### config.mk
export PLATFORM = sky130hd
export DESIGN_NAME = onchip_mem_arbiter
export DESIGN_NICKNAME = d
export VERILOG_FILES = /design/src/rtl/onchip_mem_arbiter.sv
export SDC_FILE = /design/constraint.sdc
export NUM_CORES = 1
export LEC_CHECK = 0
export BUFFER_PORTS_ARGS = -buffer_cell sky130_fd_sc_hd__buf_2
export CORE_AREA = 2 2 106 108
export DETAILED_ROUTE_END_ITERATION = 16
export DIE_AREA = 0 0 108 110
export HOLD_SLACK_MARGIN = 0.03
export PLACE_DENSITY = 0.81
export SLEW_MARGIN = 20
export SYNTH_ARGS = -nofsm -noshare
export SYNTH_HDL_FRONTEND = slang
export SYNTH_SLANG_ARGS = --single-unit
export TNS_END_PERCENT = 5
### constraint.sdc
create_clock -name clk -period 4.35 [get_ports clk]
set_input_delay 0.435 -clock clk [delete_from_list [all_inputs] [get_ports clk]]
set_output_delay 0.435 -clock clk [all_outputs]
set_load 0.1 [all_outputs]
### src/rtl/onchip_mem_arbiter.sv
// ---------------------------------------------------------------------------
// onchip_mem_arbiter
//
// Shares one single-port 32-bit on-chip RAM between two Avalon-style masters:
// M0 (CPU data) and M1 (pixel/DMA engine). A hold-limited round-robin FSM
// picks the granted master each cycle. The granted master's address,
// byteenable and writedata pass combinationally to the RAM. Read data comes
// back one cycle later with a per-master readdatavalid. Addresses at or above
// MEM_DEPTH never reach the RAM. Out-of-range accesses and requests that
// assert read and write together are recorded in sticky error flags.
//
// Ports
//   clk, reset            clock, asynchronous active-high reset
//   mN_address            17-bit word address from master N
//   mN_byteenable         byte lanes from master N
//   mN_read / mN_write    request strobes from master N
//   mN_writedata          write data from master N
//   mN_waitrequest        high = master N's request not accepted this cycle
//   mN_readdata           read data returned to master N (held between reads)
//   mN_readdatavalid      one-cycle pulse marking valid mN_readdata
//   mem_*                 RAM interface (registered address, unregistered q)
//   mem_readdata          RAM q
//   err_clear             synchronous clear of err
//   err                   sticky: [0] out-of-range, [1] read+write together
// ---------------------------------------------------------------------------
module onchip_mem_arbiter #(
  parameter int          MEM_DEPTH      = 100000,
  parameter int          MAX_HOLD       = 4,
  parameter logic [31:0] OOR_READ_VALUE = 32'h00000000
) (
  input  logic        clk,
  input  logic        reset,
  input  logic [16:0] m0_address,
  input  logic [3:0]  m0_byteenable,
  input  logic        m0_read,
  input  logic        m0_write,
  input  logic [31:0] m0_writedata,
  output logic        m0_waitrequest,
  output logic [31:0] m0_readdata,
  output logic        m0_readdatavalid,
  input  logic [16:0] m1_address,
  input  logic [3:0]  m1_byteenable,
  input  logic        m1_read,
  input  logic        m1_write,
  input  logic [31:0] m1_writedata,
  output logic        m1_waitrequest,
  output logic [31:0] m1_readdata,
  output logic        m1_readdatavalid,
  output logic [16:0] mem_address,
  output logic [3:0]  mem_byteenable,
  output logic        mem_chipselect,
  output logic        mem_write,
  output logic [31:0] mem_writedata,
  output logic        mem_clken,
  input  logic [31:0] mem_readdata,
  input  logic        err_clear,
  output logic [1:0]  err
);

  typedef enum logic [1:0] {
    IDLE = 2'd0,
    OWN0 = 2'd1,
    OWN1 = 2'd2
  } state_t;

  localparam logic [17:0] DEPTH_C    = 18'(MEM_DEPTH);
  localparam logic [3:0]  MAX_HOLD_C = 4'(MAX_HOLD);

  state_t      state_q, state_d;
  logic        rrPtr_q, rrPtr_d;
  logic [3:0]  holdCnt_q, holdCnt_d;
  logic [1:0]  err_q, err_d;
  logic        rdValid0_q, rdValid1_q;
  logic        rdOor_q;
  logic [31:0] rdHold0_q, rdHold1_q;

  logic        req0, req1;
  logic        grantValid, grantSel;
  logic [16:0] selAddress;
  logic        selRead, selWrite;
  logic        inRange;
  logic        acceptRead;
  logic [31:0] rdData;

  assign req0 = m0_read | m0_write;
  assign req1 = m1_read | m1_write;

  // Grant decision. While reset is asserted nothing is granted so the RAM
  // sees no chipselect and both masters are stalled.
  always_comb begin
    grantValid = 1'b0;
    grantSel   = 1'b0;
    if (!reset) begin
      case (state_q)
        IDLE: begin
          if (req0 && req1) begin
            grantValid = 1'b1;
            grantSel   = rrPtr_q;
          end else if (req0) begin
            grantValid = 1'b1;
            grantSel   = 1'b0;
          end else if (req1) begin
            grantValid = 1'b1;
            grantSel   = 1'b1;
          end
        end
        OWN0: begin
          if (req0 && ((holdCnt_q < MAX_HOLD_C) || !req1)) begin
            grantValid = 1'b1;
            grantSel   = 1'b0;
          end else if (req1) begin
            grantValid = 1'b1;
            grantSel   = 1'b1;
          end
        end
        OWN1: begin
          if (req1 && ((holdCnt_q < MAX_HOLD_C) || !req0)) begin
            grantValid = 1'b1;
            grantSel   = 1'b1;
          end else if (req0) begin
            grantValid = 1'b1;
            grantSel   = 1'b0;
          end
        end
        default: begin
          grantValid = 1'b0;
          grantSel   = 1'b0;
        end
      endcase
    end
  end

  // Path from the granted master to the RAM.
  assign selAddress     = grantSel ? m1_address : m0_address;
  assign selRead        = grantSel ? m1_read    : m0_read;
  assign selWrite       = grantSel ? m1_write   : m0_write;
  assign inRange        = ({1'b0, selAddress} < DEPTH_C);
  // Read+write together is handled as a write, so it never returns data.
  assign acceptRead     = grantValid & selRead & ~selWrite;

  assign mem_address    = selAddress;
  assign mem_byteenable = grantSel ? m1_byteenable : m0_byteenable;
  assign mem_writedata  = grantSel ? m1_writedata  : m0_writedata;
  assign mem_chipselect = grantValid & inRange;
  assign mem_write      = mem_chipselect & selWrite;
  assign mem_clken      = 1'b1;

  // A requester that lost arbitration stalls; idle masters see 0.
  assign m0_waitrequest = reset | (req0 & ~(grantValid & ~grantSel));
  assign m1_waitrequest = reset | (req1 & ~(grantValid &  grantSel));

  // Next-state logic: every accept moves ownership to the granted master and
  // points round-robin at the other one; an idle cycle returns to IDLE.
  always_comb begin
    state_d   = state_q;
    rrPtr_d   = rrPtr_q;
    holdCnt_d = holdCnt_q;
    if (grantValid) begin
      state_d = grantSel ? OWN1 : OWN0;
      rrPtr_d = ~grantSel;
      if (state_d != state_q) begin
        holdCnt_d = 4'd1;
      end else if (holdCnt_q != 4'hF) begin
        holdCnt_d = holdCnt_q + 4'd1;
      end
    end else begin
      state_d   = IDLE;
      holdCnt_d = 4'd0;
    end
  end

  // Sticky errors. A new error in the same cycle as err_clear wins.
  always_comb begin
    err_d = err_clear ? 2'b00 : err_q;
    if (grantValid && !inRange) begin
      err_d[0] = 1'b1;
    end
    if (grantValid && selRead && selWrite) begin
      err_d[1] = 1'b1;
    end
  end

  // Out-of-range reads never touched the RAM, so they return a constant.
  assign rdData           = rdOor_q ? OOR_READ_VALUE : mem_readdata;
  assign m0_readdatavalid = rdValid0_q;
  assign m1_readdatavalid = rdValid1_q;
  assign m0_readdata      = rdValid0_q ? rdData : rdHold0_q;
  assign m1_readdata      = rdValid1_q ? rdData : rdHold1_q;
  assign err              = err_q;

  // Arbiter state, read-return tracking and held read data.
  always_ff @(posedge clk or posedge reset) begin
    if (reset) begin
      state_q    <= IDLE;
      rrPtr_q    <= 1'b0;
      holdCnt_q  <= 4'd0;
      err_q      <= 2'b00;
      rdValid0_q <= 1'b0;
      rdValid1_q <= 1'b0;
      rdOor_q    <= 1'b0;
      rdHold0_q  <= 32'h0;
      rdHold1_q  <= 32'h0;
    end else begin
      state_q    <= state_d;
      rrPtr_q    <= rrPtr_d;
      holdCnt_q  <= holdCnt_d;
      err_q      <= err_d;
      rdValid0_q <= acceptRead & ~grantSel;
      rdValid1_q <= acceptRead &  grantSel;
      rdOor_q    <= ~inRange;
      rdHold0_q  <= m0_readdata;
      rdHold1_q  <= m1_readdata;
    end
  end

endmodule

==> impl_metrics.env <==
export IMPL_status="completed"
export IMPL_grt_pass1_vias=3615
export IMPL_reg2reg_from="holdCnt_q[2]$_DFFE_PP0P_"
export IMPL_synth_cells=311
export IMPL_wl_um=12700
export IMPL_fin_crit_sh_pct=70.5
export IMPL_synthTopCellsByCount="118 x mux2_2, 76 x dfrtp_1, 35 x nor2b_1"
export IMPL_viasPerCell=4.89
export IMPL_vdd_drop_max_uv=608
export IMPL_yosysWarnings=0
export IMPL_crit_type="flop to primary output"
export IMPL_cts_buffer_depth=2
export IMPL_max_slew_margin_pct=29.0
export IMPL_skew_ns=0.00649
export IMPL_cts_max_level=3
export IMPL_cts_root_buf="clkbuf_8"
export IMPL_ys_ff_latch=76
export IMPL_postCtsHoldBufs=0
export IMPL_synth_cell_types=36
export IMPL_cap_violations=0
export IMPL_cts_sinks=76
export IMPL_portBuffers=269
export IMPL_async_flop_share_pct=100
export IMPL_vias=3528
export IMPL_yosysMostFrequentCell="mux2_2"
export IMPL_synthesis_area_um2=3930
export IMPL_num_nets_final=722
export IMPL_hpwl_um=10300
export IMPL_fin_crit_ns=3.07
export IMPL_cts_inserted_buffers=9
export IMPL_clk_latency_ns=0.34
export IMPL_synth_top_area_share_pct=48.4
export IMPL_antenna_found_initial=1
export IMPL_syn2layout_area_growth_pct=43.1
export IMPL_synth_edf_count=0
export IMPL_finalSetupViolCount=0
export IMPL_grt_ovfl_total=0
export IMPL_start_util_pct=36.7
export IMPL_drtIter0Drc=117
export IMPL_rsz0062_at_grt="false"
export IMPL_synthesis_nets=457
export IMPL_cp_end_kind="primary output"
export IMPL_dpl_cell_count=705
export IMPL_worstPathRequired_ns=3.91
export IMPL_postLayoutCellArea_um2=5620
export IMPL_cts_setup_buffers=0
export IMPL_finalMaxSlewViolations=0
export IMPL_fin_setup_tns_ns=0
export IMPL_dieArea_um2=11900
export IMPL_clk_pin_slew_ns=0.07
export IMPL_fin_util_pct=52.5
export IMPL_cp_max_fo=37
export IMPL_instances_no_fill=722
export IMPL_drive_above_1_share_pct=70.7
export IMPL_p_total_mw=4.80
export IMPL_drt_pass1_iterations=4
export IMPL_detail_route_wl_per_cell_um=17.6
export IMPL_die_x_um=108
export IMPL_post_cts_resized=0
export IMPL_syn_avg_cell_area_um2=12.6
export IMPL_coreArea_um2=10700
export IMPL_powerDensity_nw_per_um2=854
export IMPL_crit_arrival_ns=2.63
export IMPL_hold_viol=0
export IMPL_rows=38
export IMPL_p_leak_nw=2.88
export IMPL_fmax_ghz=0.326
export IMPL_synthFlopType="dfrtp_1"
export IMPL_yosys_area_top_type="dfrtp_1"
export IMPL_io_pins=271
export IMPL_worstMarginPinSlew_ns=1.06
export IMPL_yosys_top_cells_area="dfrtp_1 48%, mux2_2 34%, nor2b_1 5.6%"
export IMPL_place_area_um2=5390
export IMPL_cp_start_kind="flop"
export IMPL_grt_max_degree=41
export IMPL_hold_path_class="input port to async pin"
export IMPL_crit_start="holdCnt_q[2]$_DFFE_PP0P_"
export IMPL_die_y_um=110
export IMPL_antenna_left=0
export IMPL_grt_first_pass_wirelength_um=18500
export IMPL_track_usage_pct=20.7
export IMPL_yosysSeqAreaShare_pct=48.4
export IMPL_drc=0
export IMPL_cts_tree="built"
export IMPL_gp_congestion=0.968
final cells by class:
type | instances | area [um^2]
Clock buffer | 11 | 131
Antenna cell | 1 | 2.50
Tap cell | 140 | 175
Timing Repair Buffer | 274 | 1380
Inverter | 3 | 15.0
Fill cell | 989 | 5080
Multi-Input combinational cell | 212 | 1910
Sequential cell | 76 | 1900
Clock inverter | 5 | 100
final timing paths:
| kind | endpoint | depth (start not counted) | slack (ns) |
|---|---|---|---|
| hold / removal | state_q[0]$_DFF_PP0_ | 2 | 0.27 |
| min in group clk | m1_readdatavalid$_DFF_PP0_ | 2 | 0.31 |
| setup reg to reg | holdCnt_q[0]$_DFFE_PP0P_ | 6 | 2.22 |
| hold reg to reg | rdHold0_q[17]$_DFF_PP0_ | 1 | 0.50 |
| setup / recovery | mem_write | 7 | 1.28 |
| max in group asynchronous | rdOor_q$_DFF_PP0_ | 3 | 3.08 |
metal layers:
| metal | global-route usage (%) | routed length [um] | vias up |
|---|---|---|---|
| met1 | 22.8 | 4790 | 1711 |
| met2 | 36.7 | 6650 | 170 |
| met3 | 6.76 | 1020 | 21 |
| met4 | 9.16 | 272 | 0 |
| met5 | 0 | 0 | - |
| li1 | - | - | 1626 |
flip-flops by register name (all words and copies together), names as in the netlist:
register	flops
rdHold0_q	32
rdHold1_q	32
holdCnt_q	4
err	2
state_q	2
m0_readdatavalid	1
m1_readdatavalid	1
rdOor_q	1
rrPtr_q	1
report_power, final:
| group | internal, mW | leakage (nW) | switching [mW] |
|---|---|---|---|
| sequential | 0.943 | 0.950 | 0.0883 |
| combinational | 0.525 | 1.81 | 2.62 |
| clock | 0.380 | 0.117 | 0.242 |
cells in the final DEF (no fill, tap or decap), drive strengths merged, types with 2 or more instances in the layout:
cell,n
buf,274
mux2,118
dfrtp,76
nor2b,35
clkbuf,11
nor2,10
nor3,5
nand3,5
a21oi,5
nand2,4
o21ai,4
o211ai,3
bufinv,3
or2,2
a22oi,2
nor4,2
mux2i,2
inv,2
clkinv,2
per-stage QoR:
| stage | worst slack [ns] | hold slack [ns] |
|---|---|---|
| 2_1_floorplan | 0.568 | 0.474 |
| 3_3_place_gp | 1.66 | 0.470 |
| 3_5_place_dp | 1.58 | 0.484 |
| 4_1_cts | 1.27 | 0.270 |
| 5_1_grt | 1.05 | 0.291 |
| 6_report | 1.28 | 0.267 |
critical path, stage by stage (launching register included):
cell	delay [ns]
dfrtp_1	0.45
nor2_1	0.13
a211o_1	0.37
a21oi_4	0.16
buf_4	0.41
nand3_1	0.13
a21oi_1	0.16
buf_2	0.47
kinds of logic (layout without fill, tap and decap cells):
kind of cell / Yosys count / count (layout) / share of synthesized area [%]
flip-flops: 76 / 76 / 48.4
other: 1 / 2 / 0.0954
AND/OR/NAND/NOR: 65 / 65 / 9.20
XOR/XNOR: 1 / 1 / 0.223
multiplexers: 120 / 120 / 34.3
adder cells (fa/ha/maj): 1 / 1 / 0.318
AO/OA/AOI/OAI: 24 / 24 / 4.43
buffers and inverters: 23 / 293 / 2.99
No activity file was read; power rests on OpenSTA's default activity.
